$ cat src/rtl/load_store_unit_if.sv
// rtl/load_store_unit_if.sv - core-side request/response bundle of the load/store unit.
interface load_store_unit_if #(
  parameter int REQ_ADDR_WIDTH = 32
);
  logic                      req_valid;
  logic                      req_ready;
  logic                      req_we;
  logic [2:0]                req_funct3;
  logic [REQ_ADDR_WIDTH-1:0] req_addr;
  logic [31:0]               req_wdata;
  logic                      rsp_valid;
  logic                      rsp_err;
  logic [31:0]               rsp_rdata;

  modport master (
    output req_valid, req_we, req_funct3, req_addr, req_wdata,
    input  req_ready, rsp_valid, rsp_err, rsp_rdata
  );

  modport slave (
    input  req_valid, req_we, req_funct3, req_addr, req_wdata,
    output req_ready, rsp_valid, rsp_err, rsp_rdata
  );
endinterface

$ cat src/rtl/load_store_unit.sv
// rtl/load_store_unit.sv - RV32 byte-addressed load/store to word RAM with read-modify-write.
// Optional LSU_BOUNDS_CHECK_EN: nonzero address bits above the RAM range flag an error.
module load_store_unit #(
  parameter int ADDR_WIDTH     = 8,
  parameter int REQ_ADDR_WIDTH = 32
) (
  input  logic                  clk,
  input  logic                  rst_n,
  load_store_unit_if.slave      core,
  output logic [ADDR_WIDTH-1:0] mem_addr,
  output logic [31:0]           mem_data_in,
  output logic                  mem_we,
  input  logic [31:0]           mem_data_out
);

  typedef enum logic [1:0] {
    IDLE      = 2'd0,
    LOAD_CAP  = 2'd1,
    RMW_MERGE = 2'd2
  } state_t;

  state_t state_q, state_d;

  logic [ADDR_WIDTH-1:0] lat_addr;
  logic [1:0]            lat_lane;
  logic [2:0]            lat_funct3;
  logic [15:0]           lat_wdata;

  logic                  legal;
  logic                  misaligned;
  logic                  out_of_range;
  logic                  req_err;
  logic                  is_sw;
  logic                  accept;
  logic [ADDR_WIDTH-1:0] req_word;
  logic [31:0]           load_word;
  logic [31:0]           rmw_word;

  assign req_word       = core.req_addr[ADDR_WIDTH+1:2];
  assign is_sw          = core.req_we && (core.req_funct3 == 3'b010);
  assign accept         = (state_q == IDLE) && core.req_valid;
  assign core.req_ready = (state_q == IDLE);

`ifdef LSU_BOUNDS_CHECK_EN
  assign out_of_range = |core.req_addr[REQ_ADDR_WIDTH-1:ADDR_WIDTH+2];
`else
  logic unused_addr_hi;
  assign unused_addr_hi = |core.req_addr[REQ_ADDR_WIDTH-1:ADDR_WIDTH+2];
  assign out_of_range   = 1'b0;
`endif

  always_comb begin
    legal = 1'b0;
    case (core.req_funct3)
      3'b000, 3'b001, 3'b010: legal = 1'b1;
      3'b100, 3'b101:         legal = !core.req_we;
      default:                legal = 1'b0;
    endcase
    misaligned = ((core.req_funct3[1:0] == 2'b01) && core.req_addr[0]) ||
                 ((core.req_funct3[1:0] == 2'b10) && (core.req_addr[1:0] != 2'b00));
    req_err = !legal || misaligned || out_of_range;
  end

  always_comb begin
    state_d = state_q;
    case (state_q)
      IDLE: begin
        if (core.req_valid && !req_err) begin
          if (!core.req_we)  state_d = LOAD_CAP;
          else if (!is_sw)   state_d = RMW_MERGE;
        end
      end
      LOAD_CAP:  state_d = IDLE;
      RMW_MERGE: state_d = IDLE;
      default:   state_d = IDLE;
    endcase
  end

  always_ff @(posedge clk or negedge rst_n) begin
    if (!rst_n) state_q <= IDLE;
    else        state_q <= state_d;
  end

  // Lane extraction from the word returned for the latched load.
  always_comb begin
    load_word = mem_data_out;
    case (lat_funct3)
      3'b000: load_word = {{24{mem_data_out[{lat_lane, 3'b111}]}},
                           mem_data_out[{lat_lane, 3'b000} +: 8]};
      3'b100: load_word = {24'h0, mem_data_out[{lat_lane, 3'b000} +: 8]};
      3'b001: load_word = {{16{mem_data_out[{lat_lane[1], 4'b1111}]}},
                           mem_data_out[{lat_lane[1], 4'b0000} +: 16]};
      3'b101: load_word = {16'h0, mem_data_out[{lat_lane[1], 4'b0000} +: 16]};
      default: load_word = mem_data_out;
    endcase
  end

  always_comb begin
    rmw_word = mem_data_out;
    if (lat_funct3[0] == 1'b0) rmw_word[{lat_lane, 3'b000} +: 8] = lat_wdata[7:0];
    else                       rmw_word[{lat_lane[1], 4'b0000} +: 16] = lat_wdata;
  end

  // RAM port is combinational so SW and the RMW write land in the same cycle they are decided.
  always_comb begin
    mem_addr    = '0;
    mem_data_in = '0;
    mem_we      = 1'b0;
    if (rst_n) begin
      case (state_q)
        IDLE: begin
          if (core.req_valid && !req_err) begin
            mem_addr = req_word;
            if (is_sw) begin
              mem_data_in = core.req_wdata;
              mem_we      = 1'b1;
            end
          end
        end
        LOAD_CAP: mem_addr = lat_addr;
        RMW_MERGE: begin
          mem_addr    = lat_addr;
          mem_data_in = rmw_word;
          mem_we      = 1'b1;
        end
        default: ;
      endcase
    end
  end

  always_ff @(posedge clk or negedge rst_n) begin
    if (!rst_n) begin
      lat_addr       <= '0;
      lat_lane       <= '0;
      lat_funct3     <= '0;
      lat_wdata      <= '0;
      core.rsp_valid <= 1'b0;
      core.rsp_err   <= 1'b0;
      core.rsp_rdata <= '0;
    end else begin
      core.rsp_valid <= 1'b0;
      case (state_q)
        IDLE: begin
          if (accept) begin
            lat_addr   <= req_word;
            lat_lane   <= core.req_addr[1:0];
            lat_funct3 <= core.req_funct3;
            lat_wdata  <= core.req_wdata[15:0];
            if (req_err || is_sw) begin
              core.rsp_valid <= 1'b1;
              core.rsp_err   <= req_err;
              core.rsp_rdata <= '0;
            end
          end
        end
        LOAD_CAP: begin
          core.rsp_valid <= 1'b1;
          core.rsp_err   <= 1'b0;
          core.rsp_rdata <= load_word;
        end
        RMW_MERGE: begin
          core.rsp_valid <= 1'b1;
          core.rsp_err   <= 1'b0;
          core.rsp_rdata <= '0;
        end
        default: ;
      endcase
    end
  end

endmodule

$ cat src/flat_wrapper.sv
// flat-port wrapper written by rule: the top's interface ports become plain ports
module load_store_unit_flat 
#(
  parameter int ADDR_WIDTH     = 8,
  parameter int REQ_ADDR_WIDTH = 32
)
  (clk, rst_n, mem_addr, mem_data_in, mem_we, mem_data_out, core_req_valid, core_req_we, core_req_funct3, core_req_addr, core_req_wdata, core_req_ready, core_rsp_valid, core_rsp_err, core_rsp_rdata);
  load_store_unit_if #(.REQ_ADDR_WIDTH(REQ_ADDR_WIDTH)) core_i ();
  input  logic clk;
  input  logic rst_n;
  output logic [ADDR_WIDTH-1:0] mem_addr;
  output logic [31:0] mem_data_in;
  output logic mem_we;
  input  logic [31:0] mem_data_out;
  input wire logic [$bits(core_i.req_valid)-1:0] core_req_valid;
  input wire logic [$bits(core_i.req_we)-1:0] core_req_we;
  input wire logic [$bits(core_i.req_funct3)-1:0] core_req_funct3;
  input wire logic [$bits(core_i.req_addr)-1:0] core_req_addr;
  input wire logic [$bits(core_i.req_wdata)-1:0] core_req_wdata;
  output wire logic [$bits(core_i.req_ready)-1:0] core_req_ready;
  output wire logic [$bits(core_i.rsp_valid)-1:0] core_rsp_valid;
  output wire logic [$bits(core_i.rsp_err)-1:0] core_rsp_err;
  output wire logic [$bits(core_i.rsp_rdata)-1:0] core_rsp_rdata;
  assign core_i.req_valid = core_req_valid;
  assign core_i.req_we = core_req_we;
  assign core_i.req_funct3 = core_req_funct3;
  assign core_i.req_addr = core_req_addr;
  assign core_i.req_wdata = core_req_wdata;
  assign core_req_ready = core_i.req_ready;
  assign core_rsp_valid = core_i.rsp_valid;
  assign core_rsp_err = core_i.rsp_err;
  assign core_rsp_rdata = core_i.rsp_rdata;
  load_store_unit #(.ADDR_WIDTH(ADDR_WIDTH), .REQ_ADDR_WIDTH(REQ_ADDR_WIDTH)) u_core (.clk(clk), .rst_n(rst_n), .core(core_i), .mem_addr(mem_addr), .mem_data_in(mem_data_in), .mem_we(mem_we), .mem_data_out(mem_data_out));
endmodule
$ cat config.mk
export PLATFORM = sky130hd
export DESIGN_NAME = load_store_unit_flat
export DESIGN_NICKNAME = d
export VERILOG_FILES = /design/src/rtl/load_store_unit_if.sv /design/src/rtl/load_store_unit.sv /design/src/flat_wrapper.sv
export SDC_FILE = /design/constraint.sdc
export NUM_CORES = 1
export LEC_CHECK = 0
export BUFFER_PORTS_ARGS = -buffer_cell sky130_fd_sc_hd__buf_2
export CORE_ASPECT_RATIO = 0.9
export CORE_MARGIN = 4
export CORE_UTILIZATION = 45
export DETAILED_ROUTE_END_ITERATION = 12
export PLACE_DENSITY_LB_ADDON = 0.2
export SLEW_MARGIN = 40
export SYNTH_ARGS = -nofsm -noshare
export SYNTH_HDL_FRONTEND = slang
export SYNTH_SLANG_ARGS = --single-unit
export TNS_END_PERCENT = 10
$ cat constraint.sdc
create_clock -name clk -period 5.9 [get_ports clk]
set_input_delay 0.885 -clock clk [delete_from_list [all_inputs] [get_ports clk]]
set_output_delay 0.885 -clock clk [all_outputs]
set_load 0.02 [all_outputs]
After elaboration in Yosys (flattened, before gate mapping) --
Index checks and enable logic that the tools add are counted.
Cells by class: add/sub/neg operators 2, magnitude comparators 2, equal/unequal tests 15, shift operators 6, muxes and demuxes 33, reduce and logical (&&, ||, !) cells 24
Operators by type and width (number):
- $mux W32 | 6
- $pmux W32 S4 | 1
- $pmux W32 S3 | 1
- $bwmux W32 | 2
- $pmux W32 S2 | 1
- $shift A16 B7 Y32 const A | 1
- $shift A8 B7 Y32 const A | 1
- $shiftx A16 B7 Y32 | 1
- $shiftx A32 B6 Y16 | 1
- $shiftx A32 B6 Y8 | 1
- $shiftx A8 B7 Y32 | 1
- $mux W8 | 2
- $pmux W8 S2 | 1
- $neg A5 Y7 | 2
- $eq A3 B3 Y1 const B | 4
- $lt A5 B6 Y1 const B | 2
- $mux W1 | 10
- $mux W2 | 4
- $pmux W1 S2 | 4
- $eq A3 B1 Y1 const B | 2
- $logic_not A3 Y1 | 2
- $ne A2 B1 Y1 const B | 3
- $reduce_and A3 Y1 | 2
- $logic_and A1 B1 Y1 | 5
- 13 further kinds | 22
Storage, ports and cells: register bits 65, input port bits 103, output and inout bits 76, word-level logic and storage cells 90

Logic depth before layout (Yosys ltp) --
Gate-level depths: netlist of run 1.
word-level depth 10, gate-level depth with buffers 9, depth with buffers taken out 6

Worst setup path after synthesis of run 1 --
OpenSTA, ideal clock, no wires.
path type input-to-output, from input core_req_funct3[2], to output mem_data_in[24], arrival time 2.518 ns, required time 5.015 ns, setup slack 2.497 ns, stages 7, buffers on the path 3, cell sequence or4_1 -> buf_2 -> a211oi_4 -> and2b_1 -> buf_6 -> buf_6 -> a22o_1
Between the ends: word-level cells in the longest chain between the ends 10
RTL lines:
- from (decl) | line flat_wrapper.sv:17 | input wire logic [$bits(core_i.req_funct3)-1:0] core_req_funct3;
- $eq A3 B1 Y1 (tied with other cells) | line load_store_unit.sv:54 | case (core.req_funct3)
- $reduce_or A3 Y1 / $reduce_or A2 Y1 (equally long branches) | line load_store_unit.sv:54
- $pmux W1 S2 | line load_store_unit.sv:54
- $logic_not A1 Y1 | line load_store_unit.sv:61 | req_err = !legal || misaligned || out_of_range;
- $logic_or A1 B1 Y1 | line load_store_unit.sv:61
- $logic_not A1 Y1 | line load_store_unit.sv:112 | if (core.req_valid && !req_err) begin
- $logic_and A1 B1 Y1 | line load_store_unit.sv:112
- $mux W32 * | line load_store_unit.sv:112
- $pmux W32 S2 * | line load_store_unit.sv:110 | case (state_q)
- $mux W32 * | line load_store_unit.sv:109 | if (rst_n) begin
- to (decl) | line flat_wrapper.sv:12 | output logic [31:0] mem_data_in;
Mark *: on every way between the ends. The rest lies on a longest branch, timed or not.

Worst setup path after layout of run 1 --
from input core_req_funct3[2], to output mem_data_in[15]
Same word-level chain as after synthesis.

==> reports/qor.csv, run 1 <==
stage,metric,value,unit
placement,gp_congestion,0.8561,
sta,setup_viol,0,
global_routing,overflow,0,
sta,hold_violations,0,
floorplan,io_pins,179,
layout,fin_nets,786,
sta,drv_slew,0,
worst_setup_path,required,5020,ps
synth,synth-warning-count,0,
layout,final_common_cell,buf_2,
min_path,worstHoldStart,u_core.lat_addr[0],
min_path,hold_path_end,u_core.lat_addr[0],
power_and_ir_drop,p_leak,2.896,nW
worst_setup_path,reg2reg_depth,7,
sta,max_freq,0.2283,GHz
detailed_routing,viasPerCell,6.233,
power_and_ir_drop,p_int,1.452,mW
worst_setup_path,cp_max_fo,18,
detailed_routing,wire_per_inst,20.07,microns
detailed_routing,ant_nets,0,
detailed_routing,routed_wl,16220,microns
clocking,cts_buffer_depth,2,
placement,port_buffers,156,
worst_setup_path,r2r_end,u_core.core.rsp_rdata[9],
min_path,min_path_type,reg -> reg,
floorplan,fp.dieH,105.0,microns
global_routing,grt_antenna_before_repair,0,
clocking,clock_latency,330,ps
power_and_ir_drop,power_per_cell_area,449.8,nW/um^2
synth,syn_area_per_cell,8.607,sq um
worst_setup_path,r2r_setup_slack,2940,ps
layout,final_cells,808,
clocking,cts_root_buffer,clkbuf_16,
synth,synth_edf_count,0,
clocking,cts_tree,done,
layout,syn2layout_area_growth,24.34,%
global_routing,grt_pass1_wl,25340,microns
worst_setup_path,cp.arrival,3500,ps
clocking,cts_hold_buf,0,
global_routing,first_global_vias,4817,
floorplan,rows,35,
floorplan,start_util,0.4595,
run,max_cap_viol_count,0,
synth,synth_seq_cells,65,
synth,ys.flop_type,dfrtp_1,
clocking,cts_resized,0,
layout,fillers,970,
power_and_ir_drop,irDropWorstVdd,216.0,uV
clocking,cts_inserted_buffers,9,
synth,syn_area,4708,sq um
detailed_routing,dr.first_iter.drc_count,646,
synth,synth_cells,547,
clocking,cts_max_level,3,
floorplan,die_area,12170,sq um
worst_setup_path,start_kind,input pin,
synth,ys_seq_area_frac,0.3455,
power_and_ir_drop,switching_share,0.4485,
placement,place_inst,792,
clocking,cts_setup_buffers,0,
sta,fin_tns_setup,0,ps
detailed_routing,drtPass1Iterations,6,
global_routing,grt_max_degree,75,
layout,final_layout_size_suffix_gt1_frac,0.3049,
clocking,cts_sinks,65,
sta,min_period,4381,ps
placement,dp_hpwl,11660,microns
power_and_ir_drop,p_switching,1.181,mW
power_and_ir_drop,power.total,2.633,mW
floorplan,core,10250,sq um
worst_setup_path,critical_path.endpoint_type,output port,
clocking,clkTransAtPathRegs,60,ps
synth,syn_nets,659,
global_routing,grt_usage,0.2631,
status,status,"finished, final reports clean",
sta,rsz0062_at_grt,no,
sta,worst_pin_slew,813.0,ps
power_and_ir_drop,pwr-share-clk,0.224,
layout,layout_common_cells,"156 x buf_2, 101 x nand2_1, 63 x dfrtp_1, 39 x nor2_1, 35 x mux2i_1",
floorplan,dieWidth,115.8,microns
synth,synth_cell_types,45,
min_path,whs_path_depth,2,
detailed_routing,num_vias,5036,
worst_setup_path,r2r-start,u_core.state_q[0],
worst_setup_path,worstSetupPathType,in -> out,
power_and_ir_drop,combPwrFrac,0.473,
layout,fin_util,0.5713,
detailed_routing,drc,0,
sta,fin_crit_sh,0.7425,
power_and_ir_drop,seqPwrFrac,0.302,
layout,n_antenna_cell,0,
sta,slew_headroom,0.4574,
synth,synthArstFlopShare,1.000,
sta,clock_skew,7.805,ps
final cells by class:
type	instances	area, sq um	share of cell area
Clock inverter	6	90.09	0.01539
Timing Repair Buffer	164	840.8	0.1436
Clock buffer	10	239.0	0.04082
Inverter	14	52.55	0.008976
Tap cell	129	161.4	0.02757
Sequential cell	65	1632	0.2787
Multi-Input combinational cell	420	2839	0.4849
worst max-delay path by stage:
stage	from	to	slack (ps)	cells after the start
2_1_floorplan	core_req_funct3[2]	mem_data_in[24]	2500	7
3_3_place_gp	core_req_funct3[2]	mem_data_in[15]	1620	6
3_5_place_dp	core_req_funct3[2]	mem_data_in[15]	1580	6
4_1_cts	core_req_funct3[2]	mem_data_in[15]	1570	6
5_1_grt	core_req_funct3[2]	mem_data_in[15]	1420	6
6_report	core_req_funct3[2]	mem_data_in[15]	1520	6
through the flow:
stage                     hold slack, ps  worst slack [ps]  cell area, sq um
after CTS                          480.2              1568              5847
after global routing               503.4              1420              5854
after floorplan                    446.4              2497              4708
after global placement             458.5              1620              5503
after detailed placement           465.9              1585              5518
final                              474.8              1519              5854
Yosys cell counts (2+ instances only):
master | instances | area, sq um
a21oi_1 | 34 | 170.2
a221o_1 | 28 | 280.3
a221oi_1 | 2 | 17.52
a22o_1 | 14 | 122.6
a22oi_1 | 2 | 15.01
a32o_1 | 2 | 20.02
a32oi_1 | 22 | 192.7
buf_1 | 3 | 11.26
buf_2 | 9 | 45.04
buf_6 | 3 | 33.78
clkbuf_1 | 32 | 120.1
dfrtp_1 | 65 | 1627
ha_1 | 9 | 112.6
inv_1 | 14 | 52.55
mux2_2 | 11 | 123.9
mux2_4 | 5 | 75.07
mux2i_1 | 35 | 350.3
nand2_1 | 102 | 382.9
nand2b_1 | 2 | 12.51
nand3_1 | 25 | 125.1
nand3b_1 | 2 | 15.01
nor2_1 | 40 | 150.1
nor2b_1 | 8 | 50.05
nor3_1 | 8 | 40.04
nor4bb_1 | 3 | 30.03
o21a_1 | 2 | 15.01
o21ai_0 | 15 | 75.07
o2bb2ai_1 | 2 | 17.52
o31ai_1 | 26 | 195.2
o41ai_1 | 7 | 61.31
power groups by stage:
stage / logic [mW] / registers [mW] / clock network, mW
floorplan: 0.881 / 0.774 / 0
global placement: 1.20 / 0.784 / 0
global route: 1.36 / 0.821 / 0.623
detailed placement: 1.23 / 0.798 / 0
CTS: 1.24 / 0.791 / 0.598
finish: 1.25 / 0.797 / 0.590
sequential cells by signal (all words and copies together) (netlist names):
signal / cells
u_core.lat_lane: 2
u_core.core.rsp_valid: 1
u_core.core.rsp_err: 1
u_core.state_q: 2
u_core.lat_wdata: 16
u_core.core.rsp_rdata: 32
u_core.lat_addr: 8
u_core.lat_funct3: 3
worst max-delay path: stages:
cell and delay [ps]:
buf_2 120, or4_1 670, a211oi_4 720, and2b_1 660
a22o_1 270, buf_2 160
layer usage:
metal / vias up / global-route usage / share of wire
li1: 2300 / - / -
met5: - / 0 / 0
met1: 2457 / 0.3777 / 0.43
met4: 0 / 0.04888 / 0.012
met3: 18 / 0.06427 / 0.095
met2: 261 / 0.4051 / 0.46
cell families after synthesis:
| kind of cell | after synthesis | share of synthesized area |
|---|---|---|
| flops | 65 | 0.3455 |
| compound gates | 163 | 0.2703 |
| mux | 52 | 0.1214 |
| fa+ha+maj | 9 | 0.02392 |
| simple gates | 196 | 0.1815 |
| buf+inv | 62 | 0.05740 |
No activity file was read; power rests on OpenSTA's default activity.
==> run 2: changes to the inputs <==
==> constraint.sdc (replaced) <==
create_clock -name clk -period 4.5 [get_ports clk]
set_input_delay 0.675 -clock clk [delete_from_list [all_inputs] [get_ports clk]]
set_output_delay 0.675 -clock clk [all_outputs]
set_load 0.02 [all_outputs]
==> run 2 against run 1 <==
Against the previous run:
- routed wire length fell by 0.51%
- design area fell by 0.17%
- sequential power rose by 34%
- clock power rose by 23%
- critical path depth rose by 1
- global-route usage fell by 0.57 points
- clock skew fell by 4.2 ps
- clock-buffer cell count did not move
- via count fell by 0.48%
- largest power group unchanged
==> reports/qor.csv, run 2 (synthesis gave the netlist of run 1 again) <==
stage,metric,value,unit,change
sta,max_freq,0.2714,GHz,
layout,final_common_cell,buf_2,,
detailed_routing,wire_per_inst,19.92,microns,-0.75%
power_and_ir_drop,seqPwrFrac,0.314,,+0.012
worst_setup_path,r2r-start,u_core.lat_funct3[1],,
floorplan,io_pins,179,,unchanged
floorplan,rows,35,,unchanged
worst_setup_path,cp.arrival,3010,ps,-490 ps
global_routing,grt_usage,0.2575,,-0.005691
detailed_routing,drtPass1Iterations,5,,-1
power_and_ir_drop,pwr-share-clk,0.213,,-0.011
clocking,cts_tree,done,,
worst_setup_path,start_kind,input pin,,
clocking,cts_root_buffer,clkbuf_16,,
worst_setup_path,startpoint,core_req_funct3[2],,
global_routing,grt_pass1_wl,24670,microns,-2.6%
min_path,worstHoldStart,u_core.lat_addr[0],,
worst_setup_path,r2r_setup_slack,1890,ps,-1050 ps
worst_setup_path,crit_chain,buf_2 -> or4_1 -> a211oi_4 -> buf_4 -> and2b_1 -> a22o_1 -> buf_2,,
layout,top_regs,"u_core.core.rsp_rdata (32), u_core.lat_wdata (16), u_core.lat_addr (8)",,
sta,worst_pin_slew,743.0,ps,-70.01 ps
layout,syn2layout_area_growth,24.13,%,
placement,port_buffers,156,,unchanged
layout,fin_nets,788,,+0.25%
status,status,"finished, final reports clean",,
sta,fin_crit_sh,0.8189,,
sta,min_period,3685,ps,
layout,n_antenna_cell,0,,unchanged
floorplan,fp.dieH,105.0,microns,unchanged
power_and_ir_drop,power_per_cell_area,581.8,nW/um^2,+29%
sta,rsz0062_at_grt,no,,
power_and_ir_drop,combPwrFrac,0.473,,about the same
sta,hold_violations,0,,unchanged
sta,clock_skew,3.585,ps,-4.220 ps
placement,placed_area,5537,sq um,+0.34%
placement,gp_congestion,0.8668,,+1.2%
worst_setup_path,worstSetupPathType,in -> out,,
worst_setup_path,crit_slowest_cell,or4_1,,
layout,final_layout_size_suffix_gt1_frac,0.3069,,+0.002042
power_and_ir_drop,p_leak,2.898,nW,about the same
clocking,cts_resized,0,,unchanged
floorplan,dieWidth,115.8,microns,unchanged
detailed_routing,num_vias,5012,,-0.48%
sta,setup_viol,0,,unchanged
detailed_routing,viasPerCell,6.188,,-0.72%
layout,largest_reg_flops,32,,unchanged
worst_setup_path,cpMostUsedCell,buf_2,,
power_and_ir_drop,p_switching,1.553,mW,+32%
placement,dp_hpwl,11570,microns,-0.74%
global_routing,grt_antenna_before_repair,0,,unchanged
clocking,cts_hold_buf,0,,unchanged
worst_setup_path,cp_max_fo,18,,unchanged
clocking,cts_setup_buffers,0,,unchanged
sta,timing.hold.ws,474.2,ps,-0.5160 ps
detailed_routing,ant_nets,0,,unchanged
power_and_ir_drop,switching_share,0.4567,,+0.008237
clocking,cts_max_level,3,,unchanged
clocking,cts_sinks,65,,unchanged
clocking,cts_buffer_depth,2,,unchanged
worst_setup_path,cp_slowest_stage_delay,660,ps,-60 ps
detailed_routing,dr.first_iter.drc_count,609,,-5.7%
worst_setup_path,critical_path.endpoint_type,output port,,
clocking,clock_latency,330,ps,about the same
run,max_cap_viol_count,0,,unchanged
floorplan,core,10250,sq um,unchanged
layout,layout_common_cells,"156 x buf_2, 101 x nand2_1, 63 x dfrtp_1, 39 x nor2_1, 35 x mux2i_1",,
global_routing,first_global_vias,4612,,-4.3%
floorplan,start_util,0.4595,,unchanged
floorplan,die_area,12170,sq um,unchanged
layout,design_area,5844,sq um,-0.17%
global_routing,overflow,0,,unchanged
layout,regMostFlops,u_core.core.rsp_rdata,,
detailed_routing,routed_wl,16130,microns,-0.51%
sta,drv_slew,0,,unchanged
clocking,clkTransAtPathRegs,50,ps,about the same
min_path,min_path_type,reg -> reg,,
power_and_ir_drop,p_int,1.847,mW,+27%
clocking,cts_inserted_buffers,9,,unchanged
worst_setup_path,required,3830,ps,-1190 ps
global_routing,grt_max_degree,75,,unchanged
sta,fin_tns_setup,0,ps,unchanged
power_and_ir_drop,irDropWorstVdd,266.9,uV,+24%
layout,fillers,966,,-0.41%
sta,slew_headroom,0.5016,,+0.04420
detailed_routing,drc,0,,unchanged
## run 2: layer usage
layer  vias to the layer above  share of wire  track usage
met5                         -              0            0
met2                       282           0.45       0.3796
li1                       2297              -            -
met1                      2412           0.44       0.3898
met4                         0          0.014      0.06297
met3                        21          0.091      0.04343
## run 2: worst paths after layout
path / to / cells after the start
max: mem_data_in[15] / 7
min in group asynchronous: u_core.core.rsp_err / 2
max reg2reg: u_core.core.rsp_rdata[0] / 4
min reg2reg: u_core.lat_addr[0] / 2
min: u_core.lat_addr[0] / 2
max in group asynchronous: u_core.lat_funct3[0] / 2
## run 2: metrics by stage
step	power, mW	cells	setup slack, ps	util
after floorplan	2.169	547	1408	-
after global placement	2.604	794	865.9	0.5385
after detailed placement	2.652	794	838.6	0.5403
after CTS	3.382	810	831.8	0.5701
after global routing	3.611	810	636.5	0.5703
final	3.400	810	815.1	0.5703
## run 2: final cells by class
cell class / instances / area (sq um) / area share
clock inverter: 6 / 66.31 / 0.01135
timing repair buffer: 166 / 859.6 / 0.1471
inverter: 14 / 52.55 / 0.008992
sequential: 65 / 1632 / 0.2792
clock buffer: 10 / 239.0 / 0.04089
tap: 129 / 161.4 / 0.02762
multi-input combinational: 420 / 2834 / 0.4849
## run 2: power by group through the flow
stage          sequential, mW  combinational (mW)  clock [mW]
2_1_floorplan            1.01                1.15           0
3_3_place_gp             1.05                1.55           0
3_5_place_dp             1.07                1.58           0
4_1_cts                  1.06                1.59       0.730
5_1_grt                  1.10                1.75       0.762
6_report                 1.07                1.61       0.724
## run 2: worst max-delay path: cells and delay by family
family | cells | cell delay, ps
AOI/OAI and AO/OA | 2 | 550
and+or+nand+nor | 2 | 1230
buffers and inverters | 3 | 540
==> run 3: changes to the inputs <==
==> constraint.sdc (replaced) <==
create_clock -name clk -period 3.35 [get_ports clk]
set_input_delay 0.5025 -clock clk [delete_from_list [all_inputs] [get_ports clk]]
set_output_delay 0.5025 -clock clk [all_outputs]
set_load 0.02 [all_outputs]
==> run 3 against run 2 <==
Against the previous run:
- cell count up 1.1%
- setup slack worse by 670 ps
- critical path depth up 1
- clock skew up 8.8 ps
- design area up 1.6%
- register-to-register slack worse by 900 ps
==> reports/qor.csv, run 3 (synthesis gave the netlist of run 1 again) <==
stage,metric,value,unit,change
status,status,"finished, final reports clean",,
power_and_ir_drop,power_per_cell_area,797.2,nW/um^2,+37%
floorplan,core,10250,sq um,unchanged
worst_setup_path,critical-path-top-delay-family,buffers and inverters,,
layout,n_antenna_cell,0,,unchanged
placement,place_ws,499.4,ps,-339.2 ps
sta,rsz0062_at_grt,no,,
floorplan,die_area,12170,sq um,unchanged
layout,syn2layout_area_growth,26.12,%,
clocking,cts_tree,done,,
sta,slew_headroom,0.5092,,+0.007611
floorplan,dieWidth,115.8,microns,unchanged
power_and_ir_drop,p_switching,2.089,mW,+35%
detailed_routing,dr.first_iter.drc_count,677,,+11%
power_and_ir_drop,pwr-share-clk,0.234,,+0.021
layout,final_common_cell,buf_2,,
placement,dp_hpwl,11890,microns,+2.8%
placement,gp_congestion,0.8798,,+1.5%
worst_setup_path,required,2850,ps,-980 ps
floorplan,rows,35,,unchanged
global_routing,overflow,0,,unchanged
worst_setup_path,worstSetupPathType,reg -> out,,
worst_setup_path,cp_max_fo,12,,-6
layout,layout_common_cells,"156 x buf_2, 102 x nand2_1, 63 x dfrtp_1, 39 x nor2_1, 35 x mux2i_1",,
worst_setup_path,crit_slowest_cell,dfrtp_1,,
power_and_ir_drop,switching_share,0.4413,,-0.01548
floorplan,fp.dieH,105.0,microns,unchanged
layout,fin_nets,797,,+1.1%
power_and_ir_drop,combPwrFrac,0.481,,+0.008
worst_setup_path,crit_buf_inv,3,,unchanged
sta,fin_tns_setup,0,ps,unchanged
global_routing,grt_pass1_wl,25010,microns,+1.4%
clocking,clock_latency,340,ps,about the same
worst_setup_path,crit_chain,inv_1 -> ha_1 -> nor4bb_1 -> buf_4 -> a221o_1 -> a32oi_1 -> nor2_1 -> buf_2,,
worst_setup_path,cp.arrival,2700,ps,-310 ps
detailed_routing,routed_wl,16300,microns,+1.1%
detailed_routing,drtPass1Iterations,5,,unchanged
sta,worst_pin_slew,736.2,ps,-6.822 ps
run,max_cap_viol_count,0,,unchanged
layout,final_layout_size_suffix_gt1_frac,0.3116,,+0.004693
sta,fin_crit_sh,0.9553,,
floorplan,io_pins,179,,unchanged
power_and_ir_drop,irDropWorstVdd,389.8,uV,+46%
global_routing,grt_usage,0.2601,,+0.002649
sta,max_freq,0.3125,GHz,
global_routing,first_global_vias,4773,,+3.5%
clocking,cts_hold_buf,0,,unchanged
sta,hold_violations,0,,unchanged
detailed_routing,drc,0,,unchanged
clocking,clkTransAtPathRegs,60,ps,about the same
worst_setup_path,start_kind,flop,,
sta,drv_slew,0,,unchanged
detailed_routing,wire_per_inst,19.91,microns,about the same
power_and_ir_drop,p_int,2.645,mW,+43%
clocking,cts_root_buffer,clkbuf_16,,
global_routing,grt_max_degree,45,,-40%
clocking,cts_max_level,3,,unchanged
layout,regMostFlops,u_core.core.rsp_rdata,,
placement,port_buffers,156,,unchanged
worst_setup_path,critical_path.endpoint_type,output port,,
sta,timing.final.ws_setup,149.7,ps,-665.4 ps
detailed_routing,ant_nets,0,,unchanged
detailed_routing,viasPerCell,6.129,,-0.94%
layout,fillers,934,,-3.3%
clocking,cts_inserted_buffers,9,,unchanged
clocking,cts_buffer_depth,2,,unchanged
clocking,cts_resized,0,,unchanged
power_and_ir_drop,p_leak,2.952,nW,+1.9%
global_routing,grt_antenna_before_repair,0,,unchanged
layout,top_regs,"u_core.core.rsp_rdata (32), u_core.lat_wdata (16), u_core.lat_addr (8)",,
sta,setup_viol,0,,unchanged
sta,min_period,3200,ps,
detailed_routing,num_vias,5020,,+0.16%
layout,largest_reg_flops,32,,unchanged
worst_setup_path,cp_slowest_stage_delay,560,ps,-100 ps
sta,clock_skew,12.41,ps,+8.829 ps
power_and_ir_drop,seqPwrFrac,0.284,,-0.030
floorplan,start_util,0.4595,,unchanged
clocking,cts_setup_buffers,0,,unchanged
min_path,min_path_type,in -> async,,
clocking,cts_sinks,65,,unchanged
## run 3: power by group through the flow
stage                     clock, mW  combinational, mW  sequential [mW]
after floorplan                   0               1.55             1.36
after global placement            0               2.21             1.33
after detailed placement          0               2.25             1.35
after CTS                      1.12               2.27             1.34
after global routing           1.16               2.46             1.39
final                          1.11               2.28             1.35
## run 3: worst paths after layout
check | startpoint | end | slack [ps] | cells past startpoint
worst max-delay path | u_core.lat_lane[0] | mem_data_in[3] | 150 | 8
worst min-delay path | rst_n | u_core.state_q[1] | 310 | 2
worst max register to register | u_core.state_q[1] | u_core.core.rsp_rdata[9] | 990 | 8
worst min register to register | u_core.lat_addr[7] | u_core.lat_addr[7] | 470 | 2
max in group asynchronous | rst_n | u_core.lat_lane[1] | 2630 | 2
min in group clk | core_req_wdata[13] | u_core.lat_wdata[13] | 380 | 3
## run 3: per-layer routing
metal | vias to the layer above | GRT usage | share of wire
li1 | 2313 | - | -
met1 | 2448 | 0.3740 | 0.43
met2 | 241 | 0.3841 | 0.46
met3 | 18 | 0.07701 | 0.096
met4 | 0 | 0.06131 | 0.013
met5 | - | 0 | 0
## run 3: cell type report
| class | instances | area (sq um) | share of cell area |
|---|---|---|---|
| Clock buffer | 10 | 229.0 | 0.03856 |
| Clock inverter | 6 | 115.1 | 0.01938 |
| Inverter | 14 | 52.55 | 0.008850 |
| Multi-Input combinational cell | 420 | 2828 | 0.4762 |
| Sequential cell | 65 | 1629 | 0.2743 |
| Tap cell | 129 | 161.4 | 0.02718 |
| Timing Repair Buffer | 175 | 923.4 | 0.1555 |
## run 3: stage by stage
stage / area, sq um / instances / hold slack [ps] / total power, mW / util
6_report: 5938 / 819 / 310.0 / 4.734 / 0.5795
5_1_grt: 5938 / 819 / 334.5 / 5.008 / 0.5795
4_1_cts: 5938 / 819 / 321.3 / 4.723 / 0.5795
3_5_place_dp: 5594 / 803 / 464.6 / 3.603 / 0.5459
3_3_place_gp: 5585 / 803 / 459.0 / 3.540 / 0.5451
2_1_floorplan: 4708 / 547 / 206.9 / 2.914 / -
